File: src/rtl/dpsk_pkg.sv
// Shared definitions for the DPSK transmit scheduler: FSM states and
// default timing parameters.
package dpsk_pkg;

  typedef enum logic [1:0] {
    ST_IDLE     = 2'd0,
    ST_PREAMBLE = 2'd1,
    ST_DATA     = 2'd2,
    ST_GUARD    = 2'd3
  } state_t;

  // 80 Hz bit rate from a 12 MHz clock.
  localparam int BIT_DIV_DEF       = 150000;
  // Carrier divider used by the downstream modulator.
  localparam int CARRIER_DIV_DEF   = 30000;
  localparam int PREAMBLE_BITS_DEF = 8;

endpackage

File: src/rtl/dpsk_bit_timer.sv
// Bit-period timer: counts 0..BIT_DIV-1 while enabled, parks at 0 otherwise.
// strobe_o marks the first cycle of a bit period, last_o the final one.
module dpsk_bit_timer #(
  parameter int BIT_DIV = 150000
) (
  input  logic                       clk,
  input  logic                       rst,
  input  logic                       en_i,
  output logic [$clog2(BIT_DIV)-1:0] cnt_o,
  output logic                       strobe_o,
  output logic                       last_o
);

  localparam int            CW   = $clog2(BIT_DIV);
  localparam logic [CW-1:0] LAST = CW'(BIT_DIV - 1);

  logic [CW-1:0] cnt_q;
  logic [CW-1:0] cnt_d;

  // Next count: wrap at the end of a period, hold at zero when disabled.
  always_comb begin
    cnt_d = cnt_q;
    if (!en_i) begin
      cnt_d = '0;
    end else if (cnt_q == LAST) begin
      cnt_d = '0;
    end else begin
      cnt_d = cnt_q + CW'(1);
    end
  end

  // Counter register.
  always_ff @(posedge clk) begin
    if (rst) begin
      cnt_q <= '0;
    end else begin
      cnt_q <= cnt_d;
    end
  end

  assign cnt_o    = cnt_q;
  assign strobe_o = en_i && (cnt_q == '0);
  assign last_o   = en_i && (cnt_q == LAST);

endmodule

File: src/rtl/dpsk_tx_scheduler.sv
// Two-requester DPSK frame scheduler: round-robin arbiter, frame FSM
// (preamble / data / guard) and differential bit encoder.
//
// Handshake: a requester raises reqN_valid with reqN_data and holds both
// until reqN_ready. ready is a single-cycle pulse, only ever issued in IDLE,
// and the byte is captured on the same clock edge; valid seen outside IDLE
// simply waits for the next IDLE cycle.
module dpsk_tx_scheduler
  import dpsk_pkg::*;
#(
  parameter int BIT_DIV       = BIT_DIV_DEF,
  parameter int PREAMBLE_BITS = PREAMBLE_BITS_DEF
) (
  input  logic                       clk,
  input  logic                       rst,
  input  logic                       req0_valid,
  input  logic [7:0]                 req0_data,
  output logic                       req0_ready,
  input  logic                       req1_valid,
  input  logic [7:0]                 req1_data,
  output logic                       req1_ready,
  output logic                       tx_active,
  output logic                       grant_id,
  output logic                       bit_strobe,
  output logic                       data_bit,
  output logic                       encoded_bit,
  output logic                       frame_done,
  output logic [1:0]                 state_dbg,
  output logic [$clog2(BIT_DIV)-1:0] timer_dbg
);

  localparam int             NB        = (PREAMBLE_BITS > 8) ? PREAMBLE_BITS : 8;
  localparam int             BCW       = $clog2(NB);
  localparam logic [BCW-1:0] PRE_LAST  = BCW'(PREAMBLE_BITS - 1);
  localparam logic [BCW-1:0] DATA_LAST = BCW'(7);

  state_t         state_q;
  logic           last_q;      // requester granted most recently
  logic           grant_id_q;
  logic [7:0]     shreg_q;     // payload, shifted out MSB first
  logic [BCW-1:0] bit_cnt_q;   // bit index within the current state
  logic           data_bit_q;
  logic           enc_q;
  logic           ref_q;       // differential phase reference

  logic                       tmr_en;
  logic                       tmr_strobe;
  logic                       tmr_last;
  logic [$clog2(BIT_DIV)-1:0] tmr_cnt;
  logic                       pick;
  logic                       grant;
  logic                       next_bit;

  assign tmr_en = (state_q != ST_IDLE);

  dpsk_bit_timer #(
    .BIT_DIV (BIT_DIV)
  ) u_bit_timer (
    .clk      (clk),
    .rst      (rst),
    .en_i     (tmr_en),
    .cnt_o    (tmr_cnt),
    .strobe_o (tmr_strobe),
    .last_o   (tmr_last)
  );

  // Round-robin pick: on a tie serve the requester not granted last.
  always_comb begin
    pick = req1_valid;
    if (req0_valid && req1_valid) begin
      pick = ~last_q;
    end
  end

  assign grant = !rst && (state_q == ST_IDLE) && (req0_valid || req1_valid);

  // Unencoded bit for the period that starts at this strobe.
  always_comb begin
    next_bit = 1'b0;
    case (state_q)
      ST_PREAMBLE: next_bit = 1'b1;
      ST_DATA:     next_bit = shreg_q[7];
      default:     next_bit = 1'b0;
    endcase
  end

  // Frame FSM, arbiter state and bit encoder.
  always_ff @(posedge clk) begin
    if (rst) begin
      state_q    <= ST_IDLE;
      last_q     <= 1'b1;
      grant_id_q <= 1'b0;
      shreg_q    <= '0;
      bit_cnt_q  <= '0;
      data_bit_q <= 1'b0;
      enc_q      <= 1'b0;
      ref_q      <= 1'b0;
    end else begin
      if (tmr_strobe) begin
        data_bit_q <= next_bit;
        enc_q      <= ref_q ^ next_bit;
        ref_q      <= ref_q ^ next_bit;
        if (state_q == ST_DATA) begin
          shreg_q <= {shreg_q[6:0], 1'b0};
        end
      end
      case (state_q)
        ST_IDLE: begin
          if (grant) begin
            state_q    <= ST_PREAMBLE;
            grant_id_q <= pick;
            last_q     <= pick;
            shreg_q    <= pick ? req1_data : req0_data;
            bit_cnt_q  <= '0;
            ref_q      <= 1'b0;
          end
        end
        ST_PREAMBLE: begin
          if (tmr_last) begin
            if (bit_cnt_q == PRE_LAST) begin
              bit_cnt_q <= '0;
              state_q   <= ST_DATA;
            end else begin
              bit_cnt_q <= bit_cnt_q + BCW'(1);
            end
          end
        end
        ST_DATA: begin
          if (tmr_last) begin
            if (bit_cnt_q == DATA_LAST) begin
              bit_cnt_q <= '0;
              state_q   <= ST_GUARD;
            end else begin
              bit_cnt_q <= bit_cnt_q + BCW'(1);
            end
          end
        end
        ST_GUARD: begin
          if (tmr_last) begin
            state_q <= ST_IDLE;
          end
        end
        default: state_q <= ST_IDLE;
      endcase
    end
  end

  // Outputs are forced low for as long as rst is held.
  assign req0_ready  = grant && !pick;
  assign req1_ready  = grant && pick;
  assign tx_active   = !rst && (state_q != ST_IDLE);
  assign grant_id    = !rst && grant_id_q;
  assign bit_strobe  = !rst && tmr_strobe;
  assign data_bit    = !rst && data_bit_q;
  assign encoded_bit = !rst && enc_q;
  assign frame_done  = !rst && (state_q == ST_GUARD) && tmr_last;
  assign state_dbg   = rst ? ST_IDLE : state_q;
  assign timer_dbg   = rst ? '0 : tmr_cnt;

endmodule
File: config.mk
export PLATFORM = sky130hd
export DESIGN_NAME = dpsk_tx_scheduler
export DESIGN_NICKNAME = d
export VERILOG_FILES = /design/src/rtl/dpsk_pkg.sv /design/src/rtl/dpsk_bit_timer.sv /design/src/rtl/dpsk_tx_scheduler.sv
export SDC_FILE = /design/constraint.sdc
export NUM_CORES = 1
export LEC_CHECK = 0
export BUFFER_PORTS_ARGS = -buffer_cell sky130_fd_sc_hd__buf_2
export CORE_ASPECT_RATIO = 0.9
export CORE_UTILIZATION = 49
export CTS_CLUSTER_SIZE = 20
export DETAILED_ROUTE_END_ITERATION = 8
export PLACE_DENSITY = 0.76
export SETUP_SLACK_MARGIN = 0.1
export SYNTH_ARGS = -nofsm -noshare
export SYNTH_HDL_FRONTEND = slang
export SYNTH_HIERARCHICAL = 1
export SYNTH_SLANG_ARGS = --single-unit
File: constraint.sdc
create_clock -name clk -period 2.4 [get_ports clk]
set_clock_uncertainty 0.2 [all_clocks]
set_input_delay 0.12 -clock clk [delete_from_list [all_inputs] [get_ports clk]]
set_output_delay 0.12 -clock clk [all_outputs]
set_load 0.01 [all_outputs]
# After elaboration in Yosys (flattened, before gate mapping)
# Index checks and enable logic that the tools add are counted.
classes:
  n_addsub: 2
  n_eq_ne: 12
  mux: 23
  bitwise: 3
  n_reduce_logical: 26
ops:
  columns: ["operator", "n"]
  rows:
  - ["8-bit 2-to-1 mux", 5]
  - ["18-bit by 1-bit adder with 18-bit output, second input constant", 1]
  - ["18-bit == test, second input constant", 1]
  - ["18-bit logical NOT", 1]
  - ["18-bit 2-to-1 mux", 1]
  - ["1-bit logical AND", 14]
  - ["2-bit 2-to-1 mux", 7]
  - ["2-bit inequality test, second input constant", 5]
  - ["3-bit 2-to-1 mux", 3]
  - ["2-bit case mux with 4 select lines", 1]
  - ["3-bit case mux with 2 select lines", 1]
  - ["6-bit AND reduction", 1]
  - ["2-bit == test, second input constant", 2]
  - ["1-bit 2-to-1 mux", 4]
  - ["2-bit by 1-bit inequality test with 1-bit output, second input constant", 2]
  - ["2-bit nonzero test", 2]
  - ["3-bit by 1-bit adder with 3-bit output, second input constant", 1]
  - ["3-bit == test, second input constant", 1]
  - ["3-bit AND reduction", 1]
  - ["3-bit OR reduction", 1]
  - ["2-bit by 1-bit == test with 1-bit output, second input constant", 1]
  - ["1-bit logical NOT", 2]
  - ["2-bit logical NOT", 1]
  - ["1-bit NOT", 2]
  - ["5 further kinds", 5]
totals:
  regBits: 36
  input_bits: 20
  out_inout_bits: 28
  word_cells: 75

# Depth between registers and ports, before layout
# Gate-level depths: netlist of the first run.
logic_depth:
  depth_word: 6
  ltp_mapped: 10

# Modules after synthesis
# Netlist of the first run, hierarchy kept.
by_module_without_submodules:
  columns: ["mod", "instances", "cells_per_inst", "area_per_inst_um2", "seq_area_each_um2"]
  rows:
  - ["dpsk_tx_scheduler", 1, 144, 1253.7, 360.3]
  - ["dpsk_bit_timer", 1, 101, 909.6, 360.3]

# Least setup slack after synthesis of the first run
# No wires, ideal clock.
synth_path:
  path_type: "register to register"
  from: "reg u_bit_timer.cnt_q[4], in the netlist u_bit_timer/cnt_o[4]"
  to: "reg state_q[0]"
  arrival_time_ns: 2.214
  t_required_ns: 2.079
  path_slack_ns: -0.135
  path_stages_with_launch: 9
  path_buffers: 2
  synth_period_minus_slack_ns: 2.535
  path_cell_list: "dfxtp_1 -> buf_6 -> or4_4 -> nor4_4 -> and3_2 -> clkbuf_1 -> nor2b_1 -> nor3_1 -> mux2_2"
synth_between:
  elab_chain_len: 4
  elab_cells_between_ends: 6
  classes_between: "eq/ne: 4; reduce/logical: 2"
synth_rtl:
  columns: ["item", "line", "rtl"]
  rows:
  - ["from (decl)", "dpsk_bit_timer.sv:17", "logic [CW-1:0] cnt_q;"]
  - ["from (signal assigned)", "dpsk_bit_timer.sv:37", "cnt_q <= cnt_d;"]
  - ["18-bit == test (*)", "dpsk_bit_timer.sv:43", "assign last_o = en_i && (cnt_q == LAST);"]
  - ["1-bit logical AND (*)", "dpsk_bit_timer.sv:43", null]
  - ["net tmr_last", "dpsk_tx_scheduler.sv:48", "logic tmr_last;"]
  - ["2-bit inequality test (no line)", null, null]
  - ["6-bit AND reduction (no line) (*)", null, null]
  - ["to (signal assigned)", "dpsk_tx_scheduler.sv:90", "state_q <= ST_IDLE;"]
  - ["to (signal assigned)", "dpsk_tx_scheduler.sv:110", "state_q <= ST_PREAMBLE;"]
  - ["to (signal assigned)", "dpsk_tx_scheduler.sv:122", "state_q <= ST_DATA;"]
  - ["to (decl)", "dpsk_tx_scheduler.sv:37", "state_t state_q;"]
# The timed path passes the listed nets; every way through them passes the cells marked *.
# A chain may end at the register's enable or synchronous reset.

# Worst setup path after layout of the first run
layout_path:
  from: "reg u_bit_timer.cnt_q[10], in the netlist u_bit_timer/cnt_o[10]"
  to: "reg shreg_q[3]"
layout_between:
  elab_chain_len: 5
layout_rtl:
  columns: ["item", "line", "rtl"]
  rows:
  - ["18-bit logical NOT (*)", "dpsk_bit_timer.sv:42", "assign strobe_o = en_i && (cnt_q == '0);"]
  - ["1-bit logical AND (*)", "dpsk_bit_timer.sv:42", null]
  - ["net tmr_strobe", "dpsk_tx_scheduler.sv:47", "logic tmr_strobe;"]
  - ["8-bit 2-to-1 mux (*)", "dpsk_tx_scheduler.sv:99", "if (tmr_strobe) begin"]
  - ["8-bit 2-to-1 mux", "dpsk_tx_scheduler.sv:109", "if (grant) begin"]
  - ["8-bit 2-to-1 mux (*)", "dpsk_tx_scheduler.sv:107", "case (state_q)"]
  - ["to (signal assigned)", "dpsk_tx_scheduler.sv:104", "shreg_q <= {shreg_q[6:0], 1'b0};"]
  - ["to (signal assigned)", "dpsk_tx_scheduler.sv:113", "shreg_q <= pick ? req1_data : req0_data;"]
  - ["to (decl)", "dpsk_tx_scheduler.sv:40", "logic [7:0] shreg_q;"]
# Marks and branches as above.

==> results of run 1 <==
-- final cells by class --
class	instances	area (um^2)
clock buffer	7	96.34
fill	335	1334
inverter	12	47.55
multi-input combinational	181	1329
sequential	36	721.9
tap	60	75.07
timing repair buffer	81	553.0
-- critical path: cells and delay by family, from the launching register on --
kind	cells	cell delay, ns
compound gates	3	0.48
simple gates	4	0.95
flops	1	0.31
buf+inv	2	0.28
-- state kept, by name (all words and copies together), names as in the netlist --
signal and flops:
bit_cnt_q 3, data_bit_q 1, enc_q 1, grant_id_q 1
last_q 1, ref_q 1, shreg_q 8, state_q 2
u_bit_timer/cnt_o 18
-- per-stage QoR --
step | TNS, ns | power (mW) | setup WS, ns | util | instance area, um^2
after floorplan | 0 | 1.265 | 0.05761 | - | 2185
after global placement | 0 | 1.399 | 0.1396 | 0.5933 | 2466
after detailed placement | 0 | 1.406 | 0.08145 | 0.5933 | 2466
after CTS | 0 | 1.999 | 0.08448 | 0.6686 | 2779
after global routing | -0.03933 | 2.174 | -0.02302 | 0.6791 | 2823
final | 0 | 2.050 | 0.07494 | 0.6791 | 2823
-- cell families (layout without fill, tap and decap cells) --
family,count (synthesis),count (layout),synth area share
mux,4,4,0.01966
flops,36,36,0.3331
fa+ha+maj,9,9,0.05205
buf+inv,28,100,0.07114
xor+xnor,12,12,0.04858
compound gates,51,51,0.1943
simple gates,105,105,0.2811
-- per-layer routing --
| metal | part of all wire | up-vias | wire, um |
|---|---|---|---|
| met5 | 0 | - | 0 |
| met1 | 0.49 | 967 | 2538 |
| met2 | 0.45 | 55 | 2340 |
| met4 | 0.020 | 0 | 106 |
| met3 | 0.038 | 10 | 199 |
| li1 | - | 1019 | - |
-- timing repair --
item,CTS,global route
buffers inserted,5,1
hold buffers,16,0
endpoints found under the setup margin,6,11
pin swaps,2,1
resized for setup,2,8
endpoints found under the hold margin,8,0
-- placed cells by master (no fill, tap or decap), types with 4 or more instances in the layout --
cell type / n
a21bo_2: 7
inv_1: 10
a221o_1: 8
dfxtp_1: 35
buf_4: 16
or3_1: 5
dlygate4sd3_1: 16
o21ai_0: 9
nand2_1: 8
xor2_1: 10
nand3_1: 14
a21oi_1: 6
and4_1: 4
buf_2: 46
nor2_1: 24
clkbuf_8: 7
nor2b_1: 21
a211oi_1: 8
nand4_1: 6
ha_1: 9
-- report_power, final --
part,switching (mW),total [mW],internal [mW]
combinational,0.433,0.852,0.419
clock,0.223,0.479,0.256
sequential,0.0448,0.720,0.675
-- final timing paths --
path,start,end,slack [ns],cells past startpoint
setup / recovery,u_bit_timer/cnt_o[10],shreg_q[3],0.07,9
hold / removal,req1_valid,last_q,0.02,3
setup reg to reg,u_bit_timer/cnt_o[10],shreg_q[3],0.07,9
hold reg to reg,enc_q,enc_q,0.31,2
==> results.json, run 1 <==
{
  "status": "finished clean",
  "crit_required_ns": 2.38,
  "worst_pin_slew_ns": 0.6858,
  "p_leak_nw": 1.197,
  "slew_viol_final": 0,
  "crit_type": "reg2reg",
  "routed_wirelength_mm": 5.185,
  "max_stage_delay_ns": 0.54,
  "rsz0062_at_grt": "yes",
  "grt_max_degree": 24,
  "grt_pass1_wl_mm": 8.280,
  "gp_congestion": 0.8390,
  "syn_to_final_growth_pct": 30.48,
  "slowest_stage": "or4_4",
  "cts_max_level": 2,
  "grtUsageMet3": 0.04821,
  "clkTransAtPathRegs_ns": 0.07,
  "met2_usage": 0.3408,
  "hold_viol": 0,
  "final_nets": 346,
  "io_pins": 48,
  "avgViaCountPerCell": 5.440,
  "ys.flop_type": "dfxtp_1",
  "die_h_um": 65.04,
  "initial_core_util": 0.5205,
  "core_um2": 4156,
  "use_met1": 0.3174,
  "diodes": 0,
  "avgSynthCellArea_um2": 8.830,
  "startpoint_type": "flop",
  "synth_top_area_share": 0.3331,
  "synth_seq_area_share": 0.3331,
  "track_usage": 0.2293,
  "synth_nets": 274,
  "drv_cap": 0,
  "insertion_delay_ns": 0.29,
  "grt_most_used_layer": "met2",
  "wl_per_cell_um": 13.75,
  "portBuffers": 47,
  "drtIter0Drc": 121,
  "die_w_um": 72.04,
  "hold_ws_ns": 0.01843,
  "row_count": 22,
  "vdd.ir_drop.worst_uv": 351.2,
  "synth_area_um2": 2163,
  "synthArstFlopShare": 0,
  "clock_path_buffers": 2,
  "synth_most_common_cell": "dfxtp_1",
  "yosys.area.top_type": "dfxtp_1",
  "dp_hpwl_mm": 3.403,
  "synth_cells": 245,
  "synth_edf_count": 0,
  "crit_chain": "or4_4 > nor4_4 > nand2_1 > nor2_2 > buf_6 > buf_12 > a21bo_2 > a211oi_1 > a221o_1",
  "power.density_nw_per_um2": 726.3,
  "cp_max_fo": 8,
  "grt.overflow.total": 0,
  "fin_crit_sh": 0.9688,
  "ys_seq_elements": 36,
  "antenna_found_initial": 0,
  "vias": 2051,
  "ys_top_cells_by_count": "dfxtp_1 (36), nor2_1 (25), nor2b_1 (23)",
  "worstPathArrival_ns": 2.31,
  "synth_cell_types": 48,
  "setup_viol": 0,
  "drive_above_1_share": 0.3123,
  "drtPass1Iterations": 4,
  "place_inst": 348,
  "hp-class": "in2reg",
  "clock.fmax_mhz": 430.1,
  "drc": 0,
  "synthTopCellsByArea": "dfxtp_1 (33%), nor2b_1 (6.7%), ha_1 (5.2%)",
  "period_needed_ns": 2.325,
  "cts_inserted_buffers": 5,
  "cts_tree": "built",
  "die_area_um2": 4685,
  "grt_pass1_vias": 1791,
  "antenna_left": 0,
  "yosysWarnings": 6,
  "cts-root-buf": "clkbuf_8",
  "clock_sinks": 36,
  "stdcell_count": 377,
  "maxSlewHeadroom": 0.5428,
  "endpoint_kind": "flop"
}
Note: power is estimated with default switching activity, not from simulation.
==> run 2: changes to the inputs <==
--- a/config.mk
+++ b/config.mk
@@ -10,7 +10,7 @@
 export CORE_UTILIZATION = 49
 export CTS_CLUSTER_SIZE = 20
 export DETAILED_ROUTE_END_ITERATION = 8
-export PLACE_DENSITY = 0.76
+export PLACE_DENSITY = 0.72
 export SETUP_SLACK_MARGIN = 0.1
 export SYNTH_ARGS = -nofsm -noshare
 export SYNTH_HDL_FRONTEND = slang
==> constraint.sdc (replaced) <==
create_clock -name clk -period 2.4 [get_ports clk]
set_clock_uncertainty 0.2 [all_clocks]
set_input_delay 0.48 -clock clk [delete_from_list [all_inputs] [get_ports clk]]
set_output_delay 0.48 -clock clk [all_outputs]
set_load 0.01 [all_outputs]
==> run 2 against run 1 <==
Against the previous run: the run now ends with negative setup slack left; critical path depth shrank 3; maximum frequency shrank 10%; core utilization shrank 3.3 points; design area shrank 4.9%; non-clock buffer count shrank 12; die area is the same; critical path type is now reg2out; largest cell class unchanged.
==> results.json, run 2 (synthesis results as in run 1) <==
{
  "final_nets": 334,
  "portBuffers": 47,
  "cp_max_fo": 2,
  "crit_chain": "or4_4 > nor4_4 > buf_4 > and3_4 > and3_4 > buf_6",
  "die_h_um": 65.04,
  "vdd.ir_drop.worst_uv": 502.7,
  "final_common_cell": "buf_2",
  "wl_met3_um": 232,
  "met2_wirelength_mm": 2.162,
  "rr_worst_depth": 8,
  "diodes": 0,
  "p_sw_mw": 0.6759,
  "swShare": 0.3517,
  "avgViaCountPerCell": 5.468,
  "r2r_slack_ns": -0.07,
  "clock_sinks": 36,
  "multi_input_area_um2": 1343,
  "min_to": "shreg_q[2]",
  "drtIter0Drc": 141,
  "grt.overflow.total": 0,
  "crit_required_ns": 1.72,
  "drc": 0,
  "die_w_um": 72.04,
  "hp-class": "in2reg",
  "final_cell_mix": "buf_2 (45), dfxtp_1 (36), nor2_1 (24), nor2b_1 (22), buf_4 (20)",
  "core_um2": 4156,
  "insertion_delay_ns": 0.28,
  "grt_pass1_vias": 1640,
  "drive_above_1_share": 0.3541,
  "grt_max_degree": 24,
  "clkTransAtPathRegs_ns": 0.07,
  "place_ws_ns": -0.006874,
  "die_area_um2": 4685,
  "drv_cap": 0,
  "min-delay-start": "req0_data[2]",
  "syn_to_final_growth_pct": 24.06,
  "regArea_um2": 720.7,
  "initial_core_util": 0.5205,
  "drtPass1Iterations": 4,
  "grt_pass1_wl_mm": 7.762,
  "track_usage": 0.2153,
  "endpoint_kind": "primary output",
  "setup_viol": 7,
  "hold_depth": 2,
  "startpoint_type": "flop",
  "cp_common_cell": "and3_4",
  "violations": "negative setup slack",
  "power.density_nw_per_um2": 716.2,
  "cts_tree": "built",
  "max_stage_delay_ns": 0.54,
  "io_pins": 48,
  "vias": 1996,
  "routed_wirelength_mm": 4.893,
  "worst_slack_ns": -0.1950,
  "largest_reg_flops": 18,
  "antenna_left": 0,
  "p_clk_frac": 0.210,
  "worstPathArrival_ns": 1.91,
  "slew_viol_final": 0,
  "fillers": 365,
  "gp_congestion": 0.8248,
  "wl_per_cell_um": 13.41,
  "cts_inserted_buffers": 5,
  "r2r_start": "u_bit_timer/cnt_o[10]",
  "crit_type": "reg2out",
  "cts-root-buf": "clkbuf_8",
  "period_needed_ns": 2.595,
  "seqPwrFrac": 0.375,
  "dp_hpwl_mm": 3.566,
  "status": "finished with violations",
  "p_comb_frac": 0.415,
  "maxSlewHeadroom": 0.7364,
  "fin_util": 0.6457,
  "fin_crit_sh": 1.081,
  "antenna_found_initial": 0,
  "wl_met1_mm": 2.454,
  "rr_endpoint": "state_q[0]",
  "cts_max_level": 2,
  "hold_viol": 0,
  "row_count": 22,
  "clock.fmax_mhz": 385.4,
  "slowest_stage": "or4_4",
  "worst_pin_slew_ns": 0.3937,
  "p_int_mw": 1.246,
  "top_layer_used": "met4",
  "clock_path_buffers": 2,
  "holdBufCountCts": 0,
  "p_leak_nw": 1.130,
  "rsz0062_at_grt": "yes"
}
==> run 2: final cells by class <==
class / count / area share
multi-input cells: 181 / 0.5002
flip-flops and latches: 36 / 0.2685
clock buffers: 6 / 0.02704
inverters: 12 / 0.01772
clock inverters: 1 / 0.001865
repair buffers: 69 / 0.1566
well taps: 60 / 0.02797
==> run 2: worst max-delay path, delay by kind of cell, from the launching register on <==
family,cells,cell delay [ns]
and+or+nand+nor,4,1.07
DFF,1,0.32
buffers and inverters,2,0.25
==> run 2: power by group through the flow <==
stage | Sequential, mW | Clock [mW] | Combinational (mW)
CTS | 0.716 | 0.410 | 0.736
floorplan | 0.724 | 0 | 0.556
global route | 0.727 | 0.439 | 0.871
finish | 0.720 | 0.404 | 0.798
detailed placement | 0.729 | 0 | 0.714
global placement | 0.728 | 0 | 0.697
==> run 2: layer usage <==
| layer | vias to the layer above | GRT usage |
|---|---|---|
| met4 | 0 | 0.07353 |
| li1 | 1011 | - |
| met3 | 4 | 0.04666 |
| met1 | 926 | 0.3149 |
| met5 | - | 0 |
| met2 | 55 | 0.3090 |
==> run 2: timing repair <==
action,CTS,global route
setup buffers,1,2
resized for setup,3,11
pin swaps,1,2
endpoints found under the hold margin,0,0
setup endpoints to repair,12,15
==> run 2: how the worst max path moves through the flow <==
stage | from | end | slack [ns] | cells past startpoint
2_1_floorplan | u_bit_timer/cnt_o[4] | state_q[0] | 0.06 | 8
3_3_place_gp | u_bit_timer/cnt_o[10] | bit_strobe | 0.04 | 6
3_5_place_dp | u_bit_timer/cnt_o[10] | shreg_q[3] | -0.007 | 8
4_1_cts | u_bit_timer/cnt_o[10] | frame_done | -0.21 | 6
5_1_grt | u_bit_timer/cnt_o[10] | bit_strobe | -0.26 | 7
6_report | u_bit_timer/cnt_o[10] | frame_done | -0.19 | 6
==> run 2: stage by stage <==
step / setup TNS (ns) / total power [mW] / area [um^2] / cells / hold slack [ns]
finish: -0.5322 / 1.922 / 2684 / 365 / 0.2154
global route: -1.610 / 2.036 / 2684 / 365 / 0.2089
CTS: -0.5349 / 1.862 / 2630 / 363 / 0.2120
detailed placement: -0.006874 / 1.443 / 2531 / 355 / 0.2870
global placement: 0 / 1.425 / 2531 / 355 / 0.2795
floorplan: 0 / 1.280 / 2201 / 245 / 0.2443
